## src/rtl/div_clk_mc.sv

```systemverilog
// Multi-channel clock divider: per-channel square wave with 50 % or programmable duty plus a period-start tick.
// Latency: one cycle from sampling edge of i_en / i_load to outputs; configs apply at period boundaries.
// Backpressure: none; i_load always captures into the pending registers, and a later load overwrites an unapplied one.
//
// Ports:
//   clk, rstn        rising-edge clock, asynchronous active-low reset
//   i_en[N_CH]       per-channel run enable
//   i_period, i_high packed per channel at [k*CNT_W +: CNT_W], in clk cycles
//   i_mode[N_CH]     0 = half-period duty, 1 = duty from i_high
//   i_load           captures i_period/i_high/i_mode of all channels into the pending registers
//   o_div_clk        divided square wave (registered)
//   o_tick           one-cycle pulse in the first cycle of each period (registered)
//   o_pending        a captured config waits for its period boundary
//   o_cfg_err        channel is enabled but its active period is below 2
module div_clk_mc #(
   parameter int CNT_W = 28,
   parameter int N_CH  = 4
) (
   input  logic                   clk,
   input  logic                   rstn,
   input  logic [N_CH-1:0]        i_en,
   input  logic [N_CH*CNT_W-1:0]  i_period,
   input  logic [N_CH*CNT_W-1:0]  i_high,
   input  logic [N_CH-1:0]        i_mode,
   input  logic                   i_load,
   output logic [N_CH-1:0]        o_div_clk,
   output logic [N_CH-1:0]        o_tick,
   output logic [N_CH-1:0]        o_pending,
   output logic [N_CH-1:0]        o_cfg_err
);

   localparam logic [CNT_W-1:0] ONE = CNT_W'(1);

   // High time clipped to the period; mode 0 gives floor(period/2).
   function automatic logic [CNT_W-1:0] high_eff(input logic [CNT_W-1:0] per,
                                                 input logic [CNT_W-1:0] high,
                                                 input logic             mode);
      logic [CNT_W-1:0] h;
      h = mode ? high : (per >> 1);
      if (h > per) h = per;
      return h;
   endfunction

   for (genvar g = 0; g < N_CH; g++) begin : g_ch
      logic [CNT_W-1:0] cnt_q, cnt_d;
      logic [CNT_W-1:0] per_a_q, per_a_d;
      logic [CNT_W-1:0] high_a_q, high_a_d;
      logic             mode_a_q, mode_a_d;
      logic [CNT_W-1:0] pend_per_q, pend_per_d;
      logic [CNT_W-1:0] pend_high_q, pend_high_d;
      logic             pend_mode_q, pend_mode_d;
      logic             pend_vld_q, pend_vld_d;
      logic             en_q, en_d;
      logic             div_q, div_d;
      logic             tick_q, tick_d;
      logic             err_q, err_d;

      logic             run;
      logic             wrap;
      logic             apply;

      // run: the current cycle belongs to a live period, so cnt_q is meaningful.
      // en_q is needed so that an enable rise restarts at cnt=0 instead of counting on.
      assign run   = en_q && (per_a_q[CNT_W-1:1] != '0);
      assign wrap  = (cnt_q == per_a_q - ONE);
      // Not running: apply at once. Running: only at the last cycle of the period.
      assign apply = pend_vld_q && (!run || wrap);

      always_comb begin
         logic             act_ok;
         logic [CNT_W-1:0] hi;
         per_a_d     = per_a_q;
         high_a_d    = high_a_q;
         mode_a_d    = mode_a_q;
         pend_per_d  = pend_per_q;
         pend_high_d = pend_high_q;
         pend_mode_d = pend_mode_q;
         pend_vld_d  = pend_vld_q;
         en_d        = i_en[g];
         cnt_d       = '0;
         act_ok      = 1'b0;
         hi          = '0;

         if (apply) begin
            per_a_d    = pend_per_q;
            high_a_d   = pend_high_q;
            mode_a_d   = pend_mode_q;
            pend_vld_d = 1'b0;
         end

         // A load on an apply edge refills the pending slot after it has been consumed.
         if (i_load) begin
            pend_per_d  = i_period[g*CNT_W +: CNT_W];
            pend_high_d = i_high[g*CNT_W +: CNT_W];
            pend_mode_d = i_mode[g];
            pend_vld_d  = 1'b1;
         end

         if (i_en[g] && run && !wrap) cnt_d = cnt_q + ONE;

         // Outputs reflect the state being entered so they can be registered directly.
         act_ok = (per_a_d[CNT_W-1:1] != '0);
         hi     = high_eff(per_a_d, high_a_d, mode_a_d);
         div_d  = i_en[g] && act_ok && (cnt_d < hi);
         tick_d = i_en[g] && act_ok && (cnt_d == '0);
         err_d  = i_en[g] && !act_ok;
      end

      always_ff @(posedge clk or negedge rstn) begin
         if (!rstn) begin
            cnt_q       <= '0;
            per_a_q     <= '0;
            high_a_q    <= '0;
            mode_a_q    <= 1'b0;
            pend_per_q  <= '0;
            pend_high_q <= '0;
            pend_mode_q <= 1'b0;
            pend_vld_q  <= 1'b0;
            en_q        <= 1'b0;
            div_q       <= 1'b0;
            tick_q      <= 1'b0;
            err_q       <= 1'b0;
         end else begin
            cnt_q       <= cnt_d;
            per_a_q     <= per_a_d;
            high_a_q    <= high_a_d;
            mode_a_q    <= mode_a_d;
            pend_per_q  <= pend_per_d;
            pend_high_q <= pend_high_d;
            pend_mode_q <= pend_mode_d;
            pend_vld_q  <= pend_vld_d;
            en_q        <= en_d;
            div_q       <= div_d;
            tick_q      <= tick_d;
            err_q       <= err_d;
         end
      end

      assign o_div_clk[g] = div_q;
      assign o_tick[g]    = tick_q;
      assign o_pending[g] = pend_vld_q;
      assign o_cfg_err[g] = err_q;
   end

endmodule

```

## config.mk

```make
export PLATFORM = sky130hd
export DESIGN_NAME = div_clk_mc
export DESIGN_NICKNAME = d
export VERILOG_FILES = /design/src/rtl/div_clk_mc.sv
export SDC_FILE = /design/constraint.sdc
export NUM_CORES = 2
export LEC_CHECK = 0
export ABC_AREA = 1
export CAP_MARGIN = 20
export CORE_MARGIN = 2
export CORE_UTILIZATION = 45
export DETAILED_ROUTE_END_ITERATION = 16
export GPL_ROUTABILITY_DRIVEN = 0
export GPL_TIMING_DRIVEN = 1
export PLACE_DENSITY = 0.74
export SYNTH_ARGS = -nofsm -noshare
export SYNTH_HDL_FRONTEND = slang
export SYNTH_SLANG_ARGS = --single-unit
```

## constraint.sdc

```tcl
create_clock -name clk -period 16.6 [get_ports clk]
set_input_delay 4.15 -clock clk [delete_from_list [all_inputs] [get_ports clk]]
set_output_delay 4.15 -clock clk [all_outputs]
set_load 0.005 [all_outputs]
```

== After elaboration in Yosys (flattened, before gate mapping) ==
Index checks and enable logic that the tools add are counted.

* Input port bits: 235
* Flip-flop bits (word level): 588
* Word-level logic and storage cells: 164

* Magnitude comparators: 8
* Equal/unequal tests: 4
* Reduce and logical (&&, ||, !) cells: 64
* Muxes and demuxes: 32
* $add $sub $neg: 8

{| class="wikitable"
|+ Operator list
! cell !! count
|-
| 2-to-1 mux 28 bit || 20
|-
| nonzero test 27 bit || 8
|-
| adder 28 x 1 -> 28 bit (second input constant) || 4
|-
| == test 28 bit || 4
|-
| > comparator 28 bit || 4
|-
| logical NOT 28 bit || 4
|-
| less-than comparator 28 bit || 4
|-
| subtractor 28 x 1 -> 28 bit (second input constant) || 4
|-
| logical AND 1 bit || 32
|-
| logical NOT 1 bit || 12
|-
| 2-to-1 mux 1 bit || 12
|-
| nonzero test 2 bit || 4
|-
| logical OR 1 bit || 4
|}

== Depth between registers and ports, before layout ==
* Depth after elaboration: 11
* Mapped depth: 46

== Least setup slack after synthesis ==
OpenSTA, ideal clock, no wires.

* Path kind: input to register
* From: input i_en[3]
* To: register g_ch[3].div_q
* Stages: 15
* Buffers on the path: 1
* Data required time: 16523 ps
* Arrival time: 6124 ps
* Setup time: 77 ps
* Slack: 10399 ps
* Path through: inv_1 nor2_1 inv_1 buf_2 nor3_1 ha_1 a21oi_1 o21ai_0 nand3_1 nand2_1 nand2_1 a21oi_1 a2111oi_0 nand3_1 a21oi_1

* Word-level cells in the longest chain between the ends: 5
* Elaborated cells on any way between the ends: 6

{| class="wikitable"
|+ Ends and longest elaborated chain
! what !! RTL line !! text
|-
| start: declaration || 21 || <nowiki>input logic [N_CH-1:0] i_en,</nowiki>
|-
| logical AND 1 bit (2 in series) || 99 || <nowiki>if (i_en[g] && run && !wrap) cnt_d = cnt_q + ONE;</nowiki>
|-
| 2-to-1 mux 28 bit || 99 ||
|-
| named net g_ch[3].cnt_d[15] || 45 || <nowiki>logic [CNT_W-1:0] cnt_q, cnt_d;</nowiki>
|-
| less-than comparator 28 bit || 104 || <nowiki>div_d = i_en[g] && act_ok && (cnt_d < hi);</nowiki>
|-
| logical AND 1 bit || 104 ||
|-
| named net g_ch[3].div_d || 54 || <nowiki>logic div_q, div_d;</nowiki>
|-
| end signal: assignment || 133 || <nowiki>div_q <= div_d;</nowiki>
|-
| end: declaration || 54 ||
|}

The timed path passes the listed nets, and every way through them passes these cells.
A chain may end at the register's enable or synchronous reset.

== Worst setup path after layout ==
* From: register g_ch[2].per_a_q[0]
* To: register g_ch[2].div_q

* Word-level cells in the longest chain between the ends: 10
* Elaborated cells on any way between the ends: 17

{| class="wikitable"
|+ Ends and longest elaborated chain
! what !! RTL line !! text
|-
| start: declaration || 46 || <nowiki>logic [CNT_W-1:0] per_a_q, per_a_d;</nowiki>
|-
| start signal: assignment || 125 || <nowiki>per_a_q <= per_a_d;</nowiki>
|-
| subtractor 28 x 1 -> 28 bit || 65 || <nowiki>assign wrap = (cnt_q == per_a_q - ONE);</nowiki>
|-
| == test 28 bit || 65 ||
|-
| logical OR 1 bit || 67 || <nowiki>assign apply = pend_vld_q && (!run || wrap);</nowiki>
|-
| logical AND 1 bit || 67 ||
|-
| 2-to-1 mux 28 bit or 2-to-1 mux 1 bit (tied branches) || 84 || <nowiki>if (apply) begin</nowiki>
|-
| 2-to-1 mux 28 bit || 39 || <nowiki>h = mode ? high : (per >> 1);</nowiki>
|-
| > comparator 28 bit || 40 || <nowiki>if (h > per) h = per;</nowiki>
|-
| 2-to-1 mux 28 bit || 40 ||
|-
| less-than comparator 28 bit || 104 ||
|-
| logical AND 1 bit * || 104 ||
|-
| named net g_ch[2].div_d || 54 ||
|-
| end signal: assignment || 133 ||
|-
| end: declaration || 54 ||
|}

Mark *: on every way through the listed nets, which the timed path passes. The rest lies on a longest branch.

==> impl_metrics.json <==
{
  "p_leak_uw": 0.0202,
  "initial_core_util_pct": 45.5,
  "finalCritPeriodShare_pct": 48.5,
  "fmax_ghz": 0.124,
  "grt_pass1_wl_microns": 164000,
  "yosys_warnings": 0,
  "clk_latency_ns": 0.61,
  "cts_setup_buffers": 0,
  "synth-seq-cells": 588,
  "syn-num-nets": 5329,
  "die_y_microns": 287,
  "rsz0062_at_grt": "no",
  "worst_slack_ns": 8.55,
  "syn_area_sq_um": 36100,
  "syn2layout_area_growth_pct": 15.6,
  "cp_common_cell": "nand2_1",
  "port_buffers": 250,
  "stdcell_count": 6147,
  "layout.nets": 5510,
  "wl_per_cell_microns": 16.6,
  "post-place-ws_ns": 8.69,
  "critPathKind": "reg2reg",
  "cp_max_fo": 73,
  "clockRootBuffer": "clkbuf_16",
  "cp-startpoint": "g_ch[2].per_a_q[0]",
  "htreeDepth": 3,
  "die_x_microns": 287,
  "antenna_found_initial": 1,
  "grtUsageTotal_pct": 24.8,
  "finalSetupViolCount": 0,
  "fillers": 7481,
  "clock_sinks": 588,
  "cts_resized": 0,
  "via_per_inst": 5.28,
  "clockBufferDepth": 3,
  "hold_viol_final": 0,
  "fin_setup_tns_ns": 0,
  "clk_pin_slew_ns": 0.06,
  "yosysSeqAreaShare_pct": 40.8,
  "worstPathRequired_ns": 17.12,
  "drc": 0,
  "rrSetupSlack_ns": 8.55,
  "maxCapViolations": 0,
  "place_inst": 6024,
  "cp_data_arrival_time_ns": 8.56,
  "rows": 103,
  "slew_headroom_pct": 26.5,
  "drt_pass1_iterations": 8,
  "worst-r2r-cell-count": 35,
  "core_area_sq_um": 79300,
  "synth_cells": 4866,
  "grt_pass1_vias": 30900,
  "vias": 32400,
  "finClkSkew_ns": 0.0291,
  "synth.distinct_cells": 52,
  "cp_slowest_cell": "a31oi_4",
  "r2r-start": "g_ch[2].per_a_q[0]",
  "power_density_nw_per_um2": 107,
  "diodes": 0,
  "overflow": 0,
  "cts_made_buffers": 68,
  "pin_count": 251,
  "crit_path_start_kind": "flop",
  "ant_nets": 0,
  "avgSynthCellArea_sq_um": 7.42,
  "worstSetupEndpoint": "g_ch[2].div_q",
  "min_period_ns": 8.05,
  "routed_wl_microns": 102000,
  "worstSetupEndpointType": "flop",
  "r2r_end": "g_ch[2].div_q",
  "tightestPinTransition_ns": 1.10,
  "drt_iter0_drc": 2483,
  "holdBufCountCts": 0,
  "cts_tree": "done",
  "maxSlewViolCount": 0,
  "grt_max_degree": 259,
  "status": "finished clean",
  "drive_above_1_share_pct": 4.00,
  "dpl.hpwl_microns": 77500,
  "hold_class": "reg2reg",
  "die_area_sq_um": 82500,
  "peakVddDrop_mv": 0.0724,
  "cp_slowest_stage_delay_ns": 0.62
}
## logic make-up after synthesis
family                     synth area share (%)
AOI/OAI and AO/OA                          12.1
xor gates and xnor gates                   3.97
buffers and inverters                      8.72
DFF                                        40.8
and+or+nand+nor                            26.5
adders and majority gates                  7.90
## routing by layer
layer | GRT usage (%) | vias to the layer above | wire (microns) | part of all wire (%)
met4 | 8.63 | 2 | 3360 | 3.3
met1 | 34.8 | 15100 | 46400 | 45
met5 | 0 | - | 13 | 0.013
met2 | 38.7 | 1020 | 45500 | 44
met3 | 4.10 | 193 | 7060 | 6.9
li1 | - | 16100 | - | -
## synth_stat cells, drive strengths merged
cell type	number	area (sq um)
a2111oi	5	43.8
a211oi	8	60.1
a21o	4	30.0
a21oi	120	601
a31o	1	8.76
a31oi	6	37.5
a41oi	4	35.0
and2	4	25.0
buf	58	402
clkbuf	107	402
clkinv	2	7.51
dfrtp	588	14700
ha	228	2850
inv	623	2340
nand2	1435	5430
nand3	193	971
nand3b	16	120
nand4	97	607
nor2	397	1630
nor3	74	385
nor3b	11	82.6
nor4	40	250
nor4b	1	8.76
o2111ai	3	26.3
o211ai	2	15.0
o21a	42	315
o21ai	617	3110
o21bai	4	30.0
o221a	1	11.3
o221ai	4	35.0
o31a	1	8.76
or2	9	56.3
or3	1	6.26
or4	1	7.51
xnor2	57	499
xnor3	3	67.6
xor2	99	867
## registers in the layout (all words and copies together) (netlist names), 112 cells and up
register and count:
g_ch.cnt_q 112, g_ch.high_a_q 112, g_ch.pend_high_q 112, g_ch.pend_per_q 112, g_ch.per_a_q 112
## power breakdown
group	internal (uW)	switching, uW	total (uW)
clock network	908	629	1540
registers	1570	99.4	1670
logic	443	796	1240
total	2920	1520	4440
## worst min-delay path by stage
stage | startpoint | endpoint | slack (ns) | cells past startpoint
after floorplan | g_ch[0].pend_per_q[11] | g_ch[0].pend_per_q[11] | 0.44 | 2
after global placement | g_ch[0].high_a_q[0] | g_ch[0].high_a_q[0] | 0.46 | 2
after detailed placement | g_ch[0].pend_per_q[12] | g_ch[0].pend_per_q[12] | 0.47 | 2
after CTS | g_ch[0].pend_per_q[12] | g_ch[0].pend_per_q[12] | 0.48 | 2
after global routing | g_ch[0].pend_per_q[25] | g_ch[0].pend_per_q[25] | 0.50 | 2
final | g_ch[0].pend_per_q[24] | g_ch[0].pend_per_q[24] | 0.47 | 2
## worst max-delay path: cells and delay by family, from the launching register on
family	cells	cell delay (ns)
flops	1	0.44
simple gates	18	2.70
xor+xnor	1	0.16
buf+inv	5	1.59
compound gates	8	2.12
fa+ha+maj	3	0.85
## layout by cell type, fill, tap and decap left out, types with 5 or more instances in the layout
cell,n
clkbuf_16,69
inv_2,6
clkinvlp_4,5
nand2_1,1419
nor3b_1,11
a2111oi_0,5
nor2_4,10
nand2_2,11
o21a_1,42
nand3b_1,16
ha_1,228
o21ai_0,520
xor2_1,99
or2_2,8
clkbuf_1,17
dfrtp_1,588
nor4_1,40
nor2_1,367
nor3_1,71
clkbuf_8,10
a21oi_1,118
xnor2_1,57
buf_4,21
nor2_2,19
o21ai_1,93
nand3_1,192
inv_1,617
nand4_1,97
bufinv_16,6
clkdlybuf4s50_1,248
a31oi_1,5
nand2_4,5
a211oi_1,8
clkinv_2,6
## final cells by class
cell class	count	area [sq um]	area share, %
Timing Repair Buffer	276	2790	6.69
Multi-Input combinational cell	3488	18300	43.9
Clock buffer	96	1930	4.62
Inverter	625	2350	5.62
Tap cell	1050	1310	3.15
Clock inverter	24	327	0.783
Sequential cell	588	14700	35.3
## metrics by stage
stage / utilization, % / area, sq um / total power, uW / hold WS [ns]
floorplan: - / 36100 / 2500 / 0.437
global placement: 49.7 / 39400 / 2860 / 0.457
detailed placement: 49.7 / 39400 / 2900 / 0.465
CTS: 52.5 / 41600 / 4460 / 0.478
global route: 52.6 / 41700 / 4720 / 0.495
finish: 52.6 / 41700 / 4440 / 0.473
No activity file was read; power rests on OpenSTA's default activity.
